===== src/rtl/mem_bus_master_pkg.sv =====
// Shared types for the MEM-stage bus master:
// op encodings, response codes, FSM states.
package mem_bus_master_pkg;

  typedef enum logic [3:0] {
    OP_LB  = 4'd0,
    OP_LBU = 4'd1,
    OP_LH  = 4'd2,
    OP_LHU = 4'd3,
    OP_LW  = 4'd4,
    OP_SB  = 4'd5,
    OP_SH  = 4'd6,
    OP_SW  = 4'd7
  } op_e;

  localparam logic [1:0] ERR_OK      = 2'd0;
  localparam logic [1:0] ERR_ALIGN   = 2'd1;
  localparam logic [1:0] ERR_TIMEOUT = 2'd2;
  localparam logic [1:0] ERR_ILLEGAL = 2'd3;

  typedef enum logic [1:0] {
    S_IDLE   = 2'd0,
    S_ACCESS = 2'd1,
    S_DONE   = 2'd2
  } state_e;

  function automatic logic op_legal(
    input logic [3:0] op
  );
    return op <= 4'd7;
  endfunction

  function automatic logic is_store(
    input logic [3:0] op
  );
    return op == OP_SB || op == OP_SH ||
           op == OP_SW;
  endfunction

  function automatic logic misaligned(
    input logic [3:0] op,
    input logic [1:0] a
  );
    logic half;
    logic word;
    half = op == OP_LH || op == OP_LHU ||
           op == OP_SH;
    word = op == OP_LW || op == OP_SW;
    return (half && a[0]) ||
           (word && a != 2'b00);
  endfunction

endpackage


===== src/rtl/mem_lane_align.sv =====
// Big-endian lane logic: byte enables, store
// replication, load lane extraction and extension.
module mem_lane_align
  import mem_bus_master_pkg::*;
(
  input  logic [3:0]  op,
  input  logic [1:0]  addr_lo,
  input  logic [31:0] wdata,
  input  logic [31:0] rdata,
  output logic [3:0]  sel,
  output logic [31:0] wdata_rep,
  output logic [31:0] rdata_ext
);

  logic        is_byte;
  logic        is_half;
  logic        is_word;
  logic        sext;
  logic [7:0]  b;
  logic [15:0] h;

  assign is_byte = op == OP_LB || op == OP_LBU ||
                   op == OP_SB;
  assign is_half = op == OP_LH || op == OP_LHU ||
                   op == OP_SH;
  assign is_word = op == OP_LW || op == OP_SW;
  assign sext    = op == OP_LB || op == OP_LH;

  // Lane 0 (addr 00) is the most significant byte.
  always_comb begin
    b = 8'h00;
    unique case (addr_lo)
      2'b00: b = rdata[31:24];
      2'b01: b = rdata[23:16];
      2'b10: b = rdata[15:8];
      2'b11: b = rdata[7:0];
      default: b = 8'h00;
    endcase
    h = addr_lo[1] ? rdata[15:0]
                   : rdata[31:16];
  end

  always_comb begin
    sel       = 4'b0000;
    wdata_rep = 32'h0;
    rdata_ext = 32'h0;
    unique case (1'b1)
      is_byte: begin
        sel       = 4'b1000 >> addr_lo;
        wdata_rep = {4{wdata[7:0]}};
        rdata_ext = {{24{sext & b[7]}}, b};
      end
      is_half: begin
        sel       = addr_lo[1] ? 4'b0011
                               : 4'b1100;
        wdata_rep = {2{wdata[15:0]}};
        rdata_ext = {{16{sext & h[15]}}, h};
      end
      is_word: begin
        sel       = 4'b1111;
        wdata_rep = wdata;
        rdata_ext = rdata;
      end
      default: begin
        sel       = 4'b0000;
        wdata_rep = 32'h0;
        rdata_ext = 32'h0;
      end
    endcase
  end

endmodule


===== src/rtl/mem_bus_master.sv =====
// MEM-stage bus master: one load/store per
// IDLE -> ACCESS -> DONE pass over a simple RAM port.
module mem_bus_master
  import mem_bus_master_pkg::*;
#(
  parameter int TIMEOUT = 16
) (
  input  logic        clk,
  input  logic        rst,
  input  logic        req_valid,
  output logic        req_ready,
  input  logic [3:0]  req_op,
  input  logic [31:0] req_addr,
  input  logic [31:0] req_wdata,
  input  logic        flush,
  output logic        resp_valid,
  output logic [31:0] resp_rdata,
  output logic [1:0]  resp_err,
  output logic        ram_ce,
  output logic        ram_we,
  output logic [31:0] ram_addr,
  output logic [3:0]  ram_sel,
  output logic [31:0] ram_wdata,
  input  logic [31:0] ram_rdata,
  input  logic        ram_ready
);

  localparam int CW = $clog2(TIMEOUT + 1);

  state_e        state;
  logic [3:0]    op_q;
  logic [31:0]   addr_q;
  logic [31:0]   wdata_q;
  logic [CW-1:0] wait_cnt;
  logic [3:0]    sel;
  logic [31:0]   wrep;
  logic [31:0]   rext;
  logic          access;
  logic          store;

  mem_lane_align u_align (
    .op        (op_q),
    .addr_lo   (addr_q[1:0]),
    .wdata     (wdata_q),
    .rdata     (ram_rdata),
    .sel       (sel),
    .wdata_rep (wrep),
    .rdata_ext (rext)
  );

  // RAM port decodes straight from state so reset
  // drops ram_ce without waiting for a clock.
  assign access    = state == S_ACCESS;
  assign store     = is_store(op_q);
  assign req_ready = state == S_IDLE;
  assign ram_ce    = access;
  assign ram_we    = access && store;
  assign ram_addr  = access ? {addr_q[31:2], 2'b00}
                            : 32'h0;
  assign ram_sel   = access ? sel : 4'b0000;
  assign ram_wdata = (access && store) ? wrep
                                       : 32'h0;

  always_ff @(posedge clk or negedge rst) begin
    if (!rst) begin
      state      <= S_IDLE;
      op_q       <= 4'h0;
      addr_q     <= 32'h0;
      wdata_q    <= 32'h0;
      wait_cnt   <= '0;
      resp_valid <= 1'b0;
      resp_rdata <= 32'h0;
      resp_err   <= ERR_OK;
    end else begin
      resp_valid <= 1'b0;
      unique case (state)
        S_IDLE: begin
          if (req_valid) begin
            op_q     <= req_op;
            addr_q   <= req_addr;
            wdata_q  <= req_wdata;
            wait_cnt <= '0;
            if (!op_legal(req_op)) begin
              state      <= S_DONE;
              resp_valid <= 1'b1;
              resp_err   <= ERR_ILLEGAL;
              resp_rdata <= 32'h0;
            end else if (misaligned(req_op,
                           req_addr[1:0])) begin
              state      <= S_DONE;
              resp_valid <= 1'b1;
              resp_err   <= ERR_ALIGN;
              resp_rdata <= 32'h0;
            end else begin
              state <= S_ACCESS;
            end
          end
        end
        S_ACCESS: begin
          if (flush) begin
            state <= S_IDLE;
          end else if (store) begin
            state      <= S_DONE;
            resp_valid <= 1'b1;
            resp_err   <= ERR_OK;
            resp_rdata <= 32'h0;
          end else if (ram_ready) begin
            state      <= S_DONE;
            resp_valid <= 1'b1;
            resp_err   <= ERR_OK;
            resp_rdata <= rext;
          end else if (wait_cnt ==
                       CW'(TIMEOUT - 1)) begin
            state      <= S_DONE;
            resp_valid <= 1'b1;
            resp_err   <= ERR_TIMEOUT;
            resp_rdata <= 32'h0;
          end else begin
            wait_cnt <= wait_cnt + 1'b1;
          end
        end
        S_DONE: begin
          state <= S_IDLE;
        end
        default: begin
          state <= S_IDLE;
        end
      endcase
    end
  end

endmodule


===== config.mk =====
export PLATFORM = sky130hd
export DESIGN_NAME = mem_bus_master
export DESIGN_NICKNAME = d
export VERILOG_FILES = /design/src/rtl/mem_bus_master_pkg.sv /design/src/rtl/mem_lane_align.sv /design/src/rtl/mem_bus_master.sv
export SDC_FILE = /design/constraint.sdc
export NUM_CORES = 1
export LEC_CHECK = 0
export ABC_CLOCK_PERIOD_IN_PS = 6200
export BUFFER_PORTS_ARGS = -buffer_cell sky130_fd_sc_hd__buf_2
export CELL_PAD_IN_SITES_DETAIL_PLACEMENT = 2
export CELL_PAD_IN_SITES_GLOBAL_PLACEMENT = 2
export CORE_MARGIN = 3
export CORE_UTILIZATION = 33
export CTS_CLUSTER_DIAMETER = 30
export DETAILED_ROUTE_END_ITERATION = 7
export PLACE_DENSITY_LB_ADDON = 0.1
export SLEW_MARGIN = 20
export SYNTH_ARGS = -nofsm -noshare
export SYNTH_HDL_FRONTEND = slang
export SYNTH_SLANG_ARGS = --single-unit

===== constraint.sdc =====
create_clock -name clk -period 6.2 [get_ports clk]
set_clock_uncertainty 0.1 [all_clocks]
set_input_delay 0.93 -clock clk [delete_from_list [all_inputs] [get_ports clk]]
set_output_delay 0.93 -clock clk [all_outputs]
set_load 0.02 [all_outputs]

* Word-level counts from Yosys, hierarchy flattened
Index checks and enable logic that the tools add are counted.
** Word-level totals
- Output and inout bits :: 106
- Bits of input ports :: 105
- Word-level logic and storage cells :: 108
- Register bits :: 110
** Operators by class
- Bitwise operators :: 2
- Mux-type cells :: 46
- Reduce and logical (&&, ||, !) cells :: 24
- Equality and inequality tests :: 25
- $add $sub $neg :: 1
- $lt $le $gt $ge :: 1
- Shift-type cells :: 1
** Operator list (count)
- $mux W32 :: 9
- $pmux W32 S3 :: 2
- $pmux W32 S2 :: 1
- $pmux W8 S4 :: 1
- $eq A4 B3 Y1 const B :: 7
- $mux W2 :: 13
- $mux W5 :: 5
- $eq A4 B2 Y1 const B :: 4
- $mux W16 :: 1
- $logic_or A1 B1 Y1 :: 12
- $pmux W4 S3 :: 1
- $ne A2 B2 Y1 const B :: 5
- $pmux W5 S2 :: 1
- $mux W4 :: 2
- $pmux W2 S2 :: 2
- $mux W1 :: 7
- $reduce_and A6 Y1 :: 1
- $add A5 B1 Y5 const B :: 1
- $eq A5 B4 Y1 const B :: 1
- $ne A5 B3 Y1 const B :: 1
- $reduce_and A5 Y1 :: 1
- $eq A2 B1 Y1 const B :: 2
- $eq A2 B2 Y1 const B :: 2
- $eq A4 B1 Y1 const B :: 1
- 11 further kinds :: 17

* Longest topological paths before layout
- Word-level depth :: 9
- Gate-level depth with buffers :: 8

* Hierarchy
Synthesis repeated with hierarchy kept, for this count alone.
** Second synthesis, totals
- Cells, all modules :: 641
- Area total of the unflattened synthesis :: 5967.0 um^2
** Modules (own cells, without submodules)
- mem_bus_master :: area each 4710.8 um^2, seq. area each 2752.6 um^2, cells each 492, times used 1
- mem_lane_align :: area each 1256.2 um^2, seq. area each 0.0 um^2, cells each 149, times used 1

* Worst setup path after synthesis
OpenSTA, ideal clock, no wires.
- Path type :: reg2out
- From :: register op_q[1]
- To :: output ram_sel[1]
- Arrival :: 1.753 ns
- Stages on the path, launching flop included :: 7
- Path buffers :: 2
- Setup slack :: 3.417 ns
- Path through :: dfrtp_1 -> or2_1 -> buf_6 -> a21oi_4 -> buf_2 -> a21oi_1 -> nor3_1
** On the way
- Cells in the longest elaborated chain, start to end :: 5
- Elaborated cells on any way between the ends :: 15
- Classes of those cells :: 7 x eq/ne; 2 x mux; 6 x reduce/logical
** RTL lines
- from (decl) :: line mem_bus_master.sv:31 : logic [3:0] op_q;
- from (signal assigned) :: line mem_bus_master.sv:79 : op_q <= req_op;
- $eq A4 B2 Y1 (tied with other cells) :: line mem_lane_align.sv:24 : assign is_half = op == OP_LH || op == OP_LHU ||
- $logic_or A1 B1 Y1 (on tied branches) (2 in a row) :: line mem_lane_align.sv:24, mem_lane_align.sv:22
- $pmux W4 S3 (*) :: line mem_lane_align.sv:47 : unique case (1'b1)
- $mux W4 (*) :: line mem_bus_master.sv:60 : assign ram_sel = access ? sel : 4'b0000;
- to (decl) :: line mem_bus_master.sv:22 : output logic [3:0] ram_sel,
Every way passes the cells marked *; elsewhere a longest branch is shown, timed or not.

* Final worst setup path
- From :: register state[1]
- To :: output ram_wdata[2]
** On the way
- Cells in the longest elaborated chain, start to end :: 3
** RTL lines
- from (decl) :: line mem_bus_master.sv:30 : state_e state;
- from (signal assigned) :: line mem_bus_master.sv:66 : state <= S_IDLE;
- from (signal assigned) :: line mem_bus_master.sv:84 : state <= S_DONE;
- from (signal assigned) :: line mem_bus_master.sv:90 : state <= S_DONE;
- $eq A2 B1 Y1 :: line mem_bus_master.sv:53 : assign access = state == S_ACCESS;
- $logic_and A1 B1 Y1 :: line mem_bus_master.sv:61 : assign ram_wdata = (access && store) ? wrep
- $mux W32 :: line mem_bus_master.sv:61
- to (decl) :: line mem_bus_master.sv:23 : output logic [31:0] ram_wdata,
No other way between the ends.

==> key figures <==
Global routing
  – Met2 Use GR: 0.339
  – Grt ovf: 0
  – First-pass GRT wire length: around 28,000 um
  – Largest net degree at the start of global routing: 74
  – Met3 Use GR: 0.0485
  – Busiest grt layer: met2
  – Gr usage total: 0.197
  – Vias in the first global route: 5,049
  – Antenna violations before repair: 4
  – GRT met1 Usage: 0.251

Route
  – Initial DRT Pass Iterations: 5
  – Routed wire per std cell: 20.6 um
  – Routed vias/inst: 5.21
  – DRC: 0
  – Via count: 4,615
  – DRT Wirelength: 18,200 um
  – DRT iter0 DRCs: 165
  – DRT antenna net count: 0

Timing
  – Period minus WS final: 4140 ps
  – Count of final hold-check violations: 0
  – Slew HR: 0.260
  – Final Max Slew Viols: 0
  – Final setup margin: roughly 2100 ps
  – FMAX: 0.241 GHz
  – Setup TNS: 0 ps
  – Final setup viols: 0
  – Final period util: 0.668
  – Worst-Margin Slew: 1110 ps
  – WHS: 386 ps
  – RSZ-0062 raised after global routing: false

Synthesis
  – Adder-Cell Fraction of Synth Area: 0.00443
  – Ys Warns: 0
  – Library cells used by synthesis: 58
  – Syn Inst Count: about 470
  – Largest family of logic cells by synthesized area: compound AO/OA/AOI/OAI gates
  – Top FF cell, synth: dfrtp_1
  – Synth Area in Compound Gates: 0.172
  – Syn avg cell area: 11.9 um^2
  – Multiplexer share of the synthesized area: 0.169
  – Asr flop ratio synth: 1.00
  – Share of the yosys chip area belonging to registers: 0.487
  – Flop and latch count out of synthesis: 110
  – Simple-gate share of the synthesized area: 0.110
  – Synthesized area: between 5000 and 6000 um^2
  – Xor/xnor share of the synthesized area: 0.00310
  – Number of synthesized flops with an enable pin: 0

Worst setup path
  – Worst R2R Start: state[1]$_DFFE_PN0P_
  – Reg2reg end: wait_cnt[2]$_DFFE_PN0P_
  – End of the critical path: ram_wdata[2]
  – Worst path max stage delay: 670 ps
  – R2R cell count: 7
  – Kind of critical path: flip-flop to output port
  – Critical-path top delay cell: nand3_2
  – R2r setup slk: 3210 ps
  – Worst path top cell family by delay: buffers and inverters
  – CP endpoint kind: output port
  – Crit-path cells: nand2b_1 > inv_1 > nand3_2 > inv_2 > and2_1 > buf_2
  – CP startpoint kind: flip-flop
  – Arr. time, crit path: 3110 ps
  – Worst Path Buf+Inv: 3
  – CP max FO: 32
  – CP startpoint: state[1]$_DFFE_PN0P_
  – Crit path depth: 6
  – Data required, critical path: 5170 ps

Final layout
  – Area of the multi-input gates: about 2600 um^2
  – Util after Layout: 0.426
  – Cell area after layout: 7090 um^2
  – Nets: ~770
  – Share of cells above drive strength 1: 0.483
  – Fillcell total: ~1.8k
  – Post-Layout Cell Count: just under 900
  – Reg area: 2750 um^2
  – Layout area overhead: 25.5%

Power and ir drop
  – Worst vdd ir: 142 uV
  – Tot Pwr: 2.10 mW
  – Leak pwr: ~3.4 nW
  – Power density cells: 296 nW/um^2

Clock network
  – Clk root buf: clkbuf_16
  – Worst-skew pair later-pin latency: 350 ps
  – CTS max path bufs: 2
  – Htree depth: 3
  – Clock tree from TritonCTS: done
  – Resized cells post-CTS: 0
  – Reg clk slew, reported paths: 70 ps
  – Hold buffers post-CTS: 0
  – Cts bufs inserted: 9
  – CTS sink cnt: 110
  – # Post-CTS Setup Buffers: 0

Die
  – Row cnt: 47
  – Starting Density: 0.340
  – Die area: approximately 19,000 um^2
  – CORE AREA: ~17,000 um^2
  – Die Width: around 140 um
  – Ports: 211
  – Die height: ~140 um

Placed design
  – Placement Setup Slack: around 2300 ps
  – Dpl hpwl: ~14,000 um
  – DP Area: 6780 um^2
  – Placed Cells: 870
  – IO buf count: 208
  – Routability cong.: 0.773

Status
  – Outcome: finished clean

Run
  – Max cap viols: 0

Hold path
  – Hold crit path type: flip-flop to flip-flop
[sequential cells by signal (all words and copies together), names as in the netlist]
signal      cells
resp_valid      1
state           2
addr_q         32
wdata_q        32
wait_cnt        5
op_q            4
resp_err        2
resp_rdata     32
[worst register-to-register path: cells and delay by family, from the launching register on]
kind | cells | cell delay (ps)
DFF | 1 | 440
and+or+nand+nor | 4 | 1090
buffers and inverters | 2 | 1060
xor gates and xnor gates | 1 | 160
[final cells by class]
| cell class | instances | share of cell area |
|---|---|---|
| repair buffers | 214 | 0.155 |
| diodes | 1 | 0.000353 |
| clock inverters | 3 | 0.00600 |
| flip-flops and latches | 110 | 0.388 |
| clock buffers | 12 | 0.0376 |
| multi-input cells | 315 | 0.369 |
| well taps | 220 | 0.0388 |
| inverters | 11 | 0.00582 |
[cells by family (layout without fill, tap and decap cells)]
family,Yosys count,count (layout)
xor gates and xnor gates,2,2
other,1,3
AOI/OAI and AO/OA,124,124
buffers and inverters,50,240
and+or+nand+nor,108,108
DFF,110,110
muxes,77,77
adders and majority gates,2,2
[worst min path at each step]
stage / start / endpoint / cells after the start
CTS: resp_rdata[7]$_DFFE_PN0P_ / resp_rdata[7]$_DFFE_PN0P_ / 1
finish: resp_rdata[7]$_DFFE_PN0P_ / resp_rdata[7]$_DFFE_PN0P_ / 1
floorplan: wait_cnt[4]$_DFFE_PN0P_ / wait_cnt[4]$_DFFE_PN0P_ / 2
global route: resp_rdata[0]$_DFFE_PN0P_ / resp_rdata[0]$_DFFE_PN0P_ / 1
detailed placement: resp_rdata[7]$_DFFE_PN0P_ / resp_rdata[7]$_DFFE_PN0P_ / 1
global placement: wait_cnt[4]$_DFFE_PN0P_ / wait_cnt[4]$_DFFE_PN0P_ / 2
[synth_stat cells, drive strengths merged (5+ instances only)]
cell type  number  area, um^2
nor2           34         128
nand2           8        30.0
a21oi          30         161
mux2           67         754
inv            11        41.3
buf            32         223
clkbuf          7        36.3
dfrtp         110        2750
a222oi          8        80.1
and2           39         245
a221oi          7        61.3
mux4            8         180
nand2b          5        46.3
o2bb2ai        32         280
a22o            8        70.1
o21ai           5        25.0
a22oi          16         120
[layer usage]
layer / vias to the layer above / part of all wire / routed length (um)
met5: - / 0.0013 / 23
met4: 4 / 0.0098 / 179
met3: 16 / 0.062 / 1130
met2: 132 / 0.51 / 9340
met1: 2345 / 0.41 / 7530
li1: 2118 / - / -
[layout by cell type (no fill, tap or decap), drive strengths merged, types with 11 or more instances in the layout]
cell type / synthesis / layout
buf: 32 / 214
dfrtp: 110 / 110
mux2: 67 / 67
and2: 39 / 39
nor2: 34 / 34
o2bb2ai: 32 / 32
a21oi: 30 / 30
a22oi: 16 / 16
clkbuf: 7 / 12
inv: 11 / 11
[power breakdown]
group | internal [mW] | switching, mW
Clock | 0.344 | 0.258
Combinational | 0.266 | 0.296
Sequential | 0.824 | 0.108
Total | 1.43 | 0.663
(Power assumes the default switching activity.)
